<file path="src/rtl/zc_pkg.sv">
// -----------------------------------------------------------------------------
// zc_pkg
// Shared types for the zero-crossing period meter.
//   zc_state_e : lock state of the rising-edge detector
//   zc_class_e : hysteresis classification of one sample (HI / LO / MID)
//   zc_next_state() : state transition for one valid, classified sample
// -----------------------------------------------------------------------------
package zc_pkg;

  localparam int unsigned ZC_DATA_W = 16;
  // Wide enough for a period count of up to 2**4 = 16 periods per average.
  localparam int unsigned ZC_PCNT_W = 5;

  typedef enum logic [1:0] {
    ST_UNLOCK = 2'd0,
    ST_LOW    = 2'd1,
    ST_HIGH   = 2'd2
  } zc_state_e;

  typedef enum logic [1:0] {
    CLS_MID = 2'd0,
    CLS_LO  = 2'd1,
    CLS_HI  = 2'd2
  } zc_class_e;

  // A HI sample seen in ST_LOW is the rising event; only LO samples can arm
  // the detector, so HI samples while unlocked are ignored.
  function automatic zc_state_e zc_next_state(input zc_state_e st,
                                              input zc_class_e cls);
    zc_state_e nxt;
    nxt = st;
    case (st)
      ST_UNLOCK: if (cls == CLS_LO) nxt = ST_LOW;
      ST_LOW:    if (cls == CLS_HI) nxt = ST_HIGH;
      ST_HIGH:   if (cls == CLS_LO) nxt = ST_LOW;
      default:   nxt = ST_UNLOCK;
    endcase
    return nxt;
  endfunction

endpackage

</file>
<file path="src/rtl/zc_schmitt.sv">
// -----------------------------------------------------------------------------
// zc_schmitt
// Combinational hysteresis classifier for one signed sample.
//   i_data : signed 16-bit sample
//   o_cls  : CLS_HI if i_data >= HYST, CLS_LO if i_data <= -HYST, else CLS_MID
// -----------------------------------------------------------------------------
module zc_schmitt
  import zc_pkg::*;
#(
  parameter logic signed [ZC_DATA_W-1:0] HYST = 16'sd256
) (
  input  logic signed [ZC_DATA_W-1:0] i_data,
  output zc_class_e                   o_cls
);

  // HYST is limited to 1..16383, so its negation always fits in 16 bits.
  localparam logic signed [ZC_DATA_W-1:0] NEG_HYST = -HYST;

  always_comb begin
    // NOTE: default assignment first so every path drives o_cls; a missing
    // branch in always_comb would otherwise infer a latch.
    o_cls = CLS_MID;
    if (i_data >= HYST) begin
      o_cls = CLS_HI;
    end else if (i_data <= NEG_HYST) begin
      o_cls = CLS_LO;
    end
  end

endmodule

</file>
<file path="src/rtl/zero_cross_period_meter.sv">
// -----------------------------------------------------------------------------
// zero_cross_period_meter
// Measures the period of a filtered signal (in valid samples) between
// hysteresis-qualified rising events and reports the average of 2**AVG_LOG2
// consecutive accepted periods.
//   clock          : sole clock, rising edge
//   reset          : synchronous, active-high
//   data_i         : signed 16-bit filtered sample
//   valid_i        : one-cycle strobe qualifying data_i
//   period_o       : averaged period in samples, held between updates
//   period_valid_o : one-cycle pulse on each period_o update
//   no_signal_o    : high while no valid period measurement is held
// -----------------------------------------------------------------------------
module zero_cross_period_meter
  import zc_pkg::*;
#(
  parameter logic signed [15:0] HYST       = 16'sd256,
  parameter int unsigned        PERIOD_W   = 24,
  parameter int unsigned        MIN_PERIOD = 4,
  parameter int unsigned        MAX_PERIOD = 2**PERIOD_W - 1,
  parameter int unsigned        AVG_LOG2   = 2
) (
  input  logic                        clock,
  input  logic                        reset,
  input  logic signed [ZC_DATA_W-1:0] data_i,
  input  logic                        valid_i,
  output logic [PERIOD_W-1:0]         period_o,
  output logic                        period_valid_o,
  output logic                        no_signal_o
);

  // Sum of 2**AVG_LOG2 periods, each below 2**PERIOD_W, cannot overflow.
  localparam int unsigned              ACC_W   = PERIOD_W + AVG_LOG2;
  localparam logic [PERIOD_W-1:0]      LP_MIN  = PERIOD_W'(MIN_PERIOD);
  localparam logic [PERIOD_W-1:0]      LP_MAX  = PERIOD_W'(MAX_PERIOD);
  localparam logic [PERIOD_W-1:0]      LP_ONE  = PERIOD_W'(1);
  localparam logic [ZC_PCNT_W-1:0]     LP_LAST = ZC_PCNT_W'((1 << AVG_LOG2) - 1);

  zc_class_e              w_cls;
  zc_state_e              r_state;
  logic [PERIOD_W-1:0]    r_count;
  logic [ACC_W-1:0]       r_acc;
  logic [ZC_PCNT_W-1:0]   r_pcnt;

  logic                   w_running;
  logic                   w_rise;
  logic                   w_timeout;
  logic                   w_accept;
  logic                   w_last;
  logic [ACC_W-1:0]       w_acc_sum;
  logic [PERIOD_W-1:0]    w_avg;

  zc_schmitt #(
    .HYST (HYST)
  ) u_schmitt (
    .i_data (data_i),
    .o_cls  (w_cls)
  );

  // r_count is the number of valid samples since the last accepted rising
  // event, so at the next event it already equals the period P. Zero means
  // the counter has not been started (unlocked or waiting for the first rise).
  assign w_running = (r_count != '0);
  assign w_rise    = (r_state == ST_LOW) && (w_cls == CLS_HI);
  // The counter stops at MAX_PERIOD and never wraps; this check wins over any
  // event carried by the same sample.
  assign w_timeout = w_running && (r_count >= LP_MAX);
  assign w_accept  = w_rise && w_running && (r_count >= LP_MIN);
  assign w_last    = (r_pcnt == LP_LAST);

  // Averaging is a plain right shift of the running sum (truncating).
  assign w_acc_sum = r_acc + ACC_W'(r_count);
  assign w_avg     = PERIOD_W'(w_acc_sum >> AVG_LOG2);

  // NOTE: all state updates use non-blocking assignments so every register
  // samples the pre-edge values, independent of statement order.
  always_ff @(posedge clock) begin
    if (reset) begin
      r_state        <= ST_UNLOCK;
      r_count        <= '0;
      r_acc          <= '0;
      r_pcnt         <= '0;
      period_o       <= '0;
      period_valid_o <= 1'b0;
      no_signal_o    <= 1'b1;
    end else begin
      period_valid_o <= 1'b0;
      if (valid_i) begin
        if (w_timeout) begin
          // Lost lock: drop the partial average but keep the last period_o.
          r_state     <= ST_UNLOCK;
          r_count     <= '0;
          r_acc       <= '0;
          r_pcnt      <= '0;
          no_signal_o <= 1'b1;
        end else begin
          // A rejected (too short) rise still moves the FSM to ST_HIGH.
          r_state <= zc_next_state(r_state, w_cls);
          if (w_rise && !w_running) begin
            // First rise after unlock only starts the measurement.
            r_count <= LP_ONE;
          end else if (w_accept) begin
            r_count <= LP_ONE;
            if (w_last) begin
              period_o       <= w_avg;
              period_valid_o <= 1'b1;
              no_signal_o    <= 1'b0;
              r_acc          <= '0;
              r_pcnt         <= '0;
            end else begin
              r_acc  <= w_acc_sum;
              r_pcnt <= r_pcnt + 1'b1;
            end
          end else if (w_running) begin
            r_count <= r_count + 1'b1;
          end
        end
      end
    end
  end

endmodule

</file>
<file path="config.mk">
export PLATFORM = sky130hd
export DESIGN_NAME = zero_cross_period_meter
export DESIGN_NICKNAME = d
export VERILOG_FILES = /design/src/rtl/zc_pkg.sv /design/src/rtl/zc_schmitt.sv /design/src/rtl/zero_cross_period_meter.sv
export SDC_FILE = /design/constraint.sdc
export NUM_CORES = 1
export LEC_CHECK = 0
export CAP_MARGIN = 15
export CORE_UTILIZATION = 53
export CTS_CLUSTER_DIAMETER = 150
export DETAILED_ROUTE_END_ITERATION = 10
export PLACE_DENSITY = 0.82
export REMOVE_ABC_BUFFERS = 1
export SKIP_CTS_REPAIR_TIMING = 1
export SLEW_MARGIN = 25
export SYNTH_ARGS = -nofsm -noshare
export SYNTH_HDL_FRONTEND = slang
export SYNTH_HIERARCHICAL = 1
export SYNTH_SLANG_ARGS = --single-unit
</file>
<file path="constraint.sdc">
create_clock -name clock -period 2.33 [get_ports clock]
set_input_delay 0.466 -clock clock [delete_from_list [all_inputs] [get_ports clock]]
set_output_delay 0.466 -clock clock [all_outputs]
set_load 0.03 [all_outputs]
</file>
==> summary.md <==
| Metric | Value |
|---|---|
| Final setup violation count | `73` |
| Met1 usage | `between 30% and 40%` |
| Boundary Pins | `45` |
| Clock power frac | `47.5%` |
| Global Route met3 Usage | `5.90%` |
| Sw Ratio | `between 20 and 25%` |
| Setup repair after global routing missed its margin | `yes` |
| Worst-Skew Late Latency | `0.38 ns` |
| Top library cells by usage in the layout, fill and taps aside | `sky130_fd_sc_hd__buf_4, sky130_fd_sc_hd__dfxtp_1, sky130_fd_sc_hd__nand2_1, sky130_fd_sc_hd__nor2_1, sky130_fd_sc_hd__a21oi_1` |
| Placer Congestion | `0.880` |
| Initial standard-cell utilization of the core | `54.5%` |
| Largest stage delay on the critical path | `0.54 ns` |
| Crit path setup slack, layout | `-0.293 ns` |
| Area share of xor/xnor cells in the synthesized design | `5.94%` |
| Max-slew violations | `0` |
| Leakage dissipation | `3.19 nW` |
| Nature of the critical path endpoint | `flop` |
| Gate Count Post-Synth | `601` |
| Total negative slack | `-7.06 ns` |
| First-pass GRT wire length | `24500 µm` |
| Failing checks | `negative setup slack` |
| Final min period | `approximately 2.6 ns` |
| Floorplan die height | `about 99 µm` |
| Part of the cycle the worst path needs | `113%` |
| Upper clock frequency limit | `0.381 GHz` |
| Area growth from synthesis to layout | `52.1%` |
| Required @ worst endpoint | `2.58 ns` |
| Post-synthesis cell type with the largest combined area | `sky130_fd_sc_hd__dfxtp_1` |
| Detailed Place HPWL | `between 10000 and 15000 µm` |
| Die Wd | `99.3 µm` |
| Number of inserted filler cells in the final layout | `503` |
| Via/cell ratio | `6.48` |
| Number of input and output port buffers inserted | `44` |
| Global-route track usage on met2 | `a little over half` |
| Slowest cell on crit path | `sky130_fd_sc_hd__or4_4` |
| Run status | `finished with violations` |
| Antenna violations before repair | `0` |
| Relative contribution of sequential cells to total power | `48.1%` |
| Dominant combinational cell family by area after synthesis | `simple AND/OR/NAND/NOR gates` |
| CP dominant cell by count | `sky130_fd_sc_hd__buf_6` |
| Placed cell areas | `0.00634 mm²` |
| Power density cells | `just under 400 mW/mm²` |
| Synth Area per Inst | `8.34 µm²` |
| Clock Tree Root | `sky130_fd_sc_hd__clkbuf_8` |
| Async set or reset register ratio after synthesis | `0%` |
| Series of cell instances along the critical path | `buf_6, or4_4, nor3_4, buf_4, buf_6, nand3_4, buf_12, nand4b_4, buf_4, buf_6, nor3b_2, a21oi_1, nor2_1` |
| MaxCap Viol Count | `0` |
| Number of H-tree levels | `3` |
| Hold WC Path Type | `reg -> reg` |
| Multiplexer area fraction after synthesis | `0.624%` |
| Portion of synthesized cell area occupied by the leading cell type | `33.1%` |
| Via count of the first global-routing pass | `5324` |
| Core Footprint | `0.00920 mm²` |
| Count of TritonRoute iterations in the first routing pass | `5` |
| Final global-route overflow total | `0` |
| Number of synthesized flops with an enable pin | `0` |
| Total GRT Usage | `a little under a third` |
| Placement row count | `35` |
| Adder and majority gate portion of the synthesized area | `7.14%` |
| Layout Cell Area excl Fill | `~0.0076 mm²` |
| Leading cell type in the layout, fill and taps excluded | `sky130_fd_sc_hd__buf_4` |
| Area of the mapped netlist | `0.00501 mm²` |
| Area fraction in and, or, nand and nor cells after synthesis | `25.6%` |
| Total DRC errors in the routed layout | `0` |
| Remaining max-slew budget at the tightest pin | `68.0%` |
| Combinational group share of total power | `around 4.4%` |
| Proportion of layout cells with a drive suffix above 1 | `37.7%` |
| YS warnings | `6` |
| Clock transition time at the flip-flop clock pins of the worst setup and hold paths | `about 0.090 ns` |
| Ys flop type | `sky130_fd_sc_hd__dfxtp_1` |
| Worst ir drop on vdd | `0.000319 V` |
| Largest cells by area after synthesis | `sky130_fd_sc_hd__dfxtp_1, sky130_fd_sc_hd__ha_1, sky130_fd_sc_hd__a21oi_1` |
| Category of the worst setup path launch point | `flop` |
| Slew at the pin closest to its max-slew limit | `roughly 0.48 ns` |
| Post-synth cell types | `78` |
| Diodes inserted | `0` |
| Count of antenna-violating nets left after detailed routing | `0` |
| Starting DRC count in detailed routing | `454` |
| CP max FO | `5` |
| Total wire length | `19000 µm` |
| Sequential cell area fraction in the yosys report | `roughly 33%` |
| Via count | `5808` |
| Maximum count of clock buffers along a single path | `2` |
| Number of CTS-inserted buffers | `9` |
| CTS tree | `yes` |
| Net switching power of the design | `0.659 mW` |
| Largest net degree at the start of global routing | `33` |
| Routed WL per cell | `21.2 µm` |
| Setup CP Type | `reg -> reg` |
| Busiest layer in global routing | `met2` |
| Worst clock skew | `0.0141 ns` |
| Internal power | `2.29 mW` |
| Final Net Count | `827` |
| Number of sinks driven by the clock tree | `between 80 and 90` |
| Total Die Area | `around 0.0099 mm²` |
| Endpoints failing hold | `0` |
| Data arrival time of the critical path | `2.88 ns` |
| Flip-flop and latch count after synthesis | `83` |
| Post-synthesis compound-gate area fraction | `between 20% and 30%` |
[power groups by stage]
stage / Clock (mW) / Combinational, mW / Sequential, mW
floorplan: 0 / 0.0292 / 1.45
global placement: 0 / 0.102 / 1.45
CTS: 1.39 / 0.107 / 1.42
finish: 1.40 / 0.131 / 1.42
global route: 1.45 / 0.137 / 1.42
detailed placement: 0 / 0.107 / 1.45
[synthesized netlist by cell type, types with 7 or more instances]
cell,number
sky130_fd_sc_hd__dfxtp_1,83
sky130_fd_sc_hd__nor2_1,63
sky130_fd_sc_hd__nand2_1,61
sky130_fd_sc_hd__a21oi_1,48
sky130_fd_sc_hd__o21ai_0,34
sky130_fd_sc_hd__ha_1,27
sky130_fd_sc_hd__xnor2_1,20
sky130_fd_sc_hd__nor3_1,17
sky130_fd_sc_hd__nand3_1,15
sky130_fd_sc_hd__a21o_1,14
sky130_fd_sc_hd__a22oi_1,14
sky130_fd_sc_hd__xor2_1,14
sky130_fd_sc_hd__clkbuf_1,13
sky130_fd_sc_hd__inv_1,12
sky130_fd_sc_hd__a211oi_1,11
sky130_fd_sc_hd__nand4_1,10
sky130_fd_sc_hd__nor4_1,9
sky130_fd_sc_hd__and4_1,7
[kinds of logic after synthesis]
family,after synthesis
adder cells (fa/ha/maj),28
buffers and inverters,39
AO/OA/AOI/OAI,176
flip-flops,83
AND/OR/NAND/NOR,238
XOR/XNOR,34
multiplexers,3
[worst max-delay path: cells and delay by family (launching register included)]
kind / cells / cell delay, ns
AND/OR/NAND/NOR: 6 / 1.17
flip-flops: 1 / 0.35
AO/OA/AOI/OAI: 1 / 0.18
buffers and inverters: 6 / 0.80
[per-layer routing]
layer	vias to the layer above	share of wire [%]	routed length (µm)
li1	2579	-	-
met1	2787	38	7250
met2	340	49	9390
met3	102	7.5	1430
met4	0	4.9	938
met5	-	0	0
[area by class of cell]
cell class	instances	area (µm²)	share of cell area [%]
Multi-Input combinational cell	480	3780	49.6
Inverter	12	45.0	0.590
Tap cell	111	139	1.82
Clock buffer	9	124	1.62
Timing Repair Buffer	194	1720	22.5
Sequential cell	83	1680	22.1
Clock inverter	7	139	1.82
[flip-flops by register name, summed over array words and instances (netlist names)]
name and cells:
no_signal_o 1, r_state 2, r_count 24, period_o 24, r_acc 26, period_valid_o 1
r_pcnt 5
[stage by stage]
| step | worst slack, ns | cells | util (%) | total power [mW] | hold WS (ns) |
|---|---|---|---|---|---|
| finish | -0.293 | 896 | 83.0 | 2.95 | 0.462 |
| global route | -0.314 | 896 | 83.0 | 3.01 | 0.480 |
| CTS | -0.520 | 865 | 71.9 | 2.91 | 0.462 |
| detailed placement | -0.702 | 849 | 69.0 | 1.56 | 0.449 |
| global placement | -0.575 | 849 | 69.0 | 1.56 | 0.438 |
| floorplan | -0.719 | 574 | - | 1.48 | 0.429 |
[worst paths after layout]
path                       startpoint                        to  slack, ns  depth (start not counted)
max          r_count[12]$_SDFFE_PP0P_  r_count[17]$_SDFFE_PP0P_      -0.29                         13
min          period_o[1]$_SDFFE_PP0P_  period_o[1]$_SDFFE_PP0P_       0.46                          2
max reg2reg  r_count[12]$_SDFFE_PP0P_  r_count[17]$_SDFFE_PP0P_      -0.29                         13
min reg2reg  period_o[1]$_SDFFE_PP0P_  period_o[1]$_SDFFE_PP0P_       0.46                          2
Note: power is estimated with default switching activity, not from simulation.
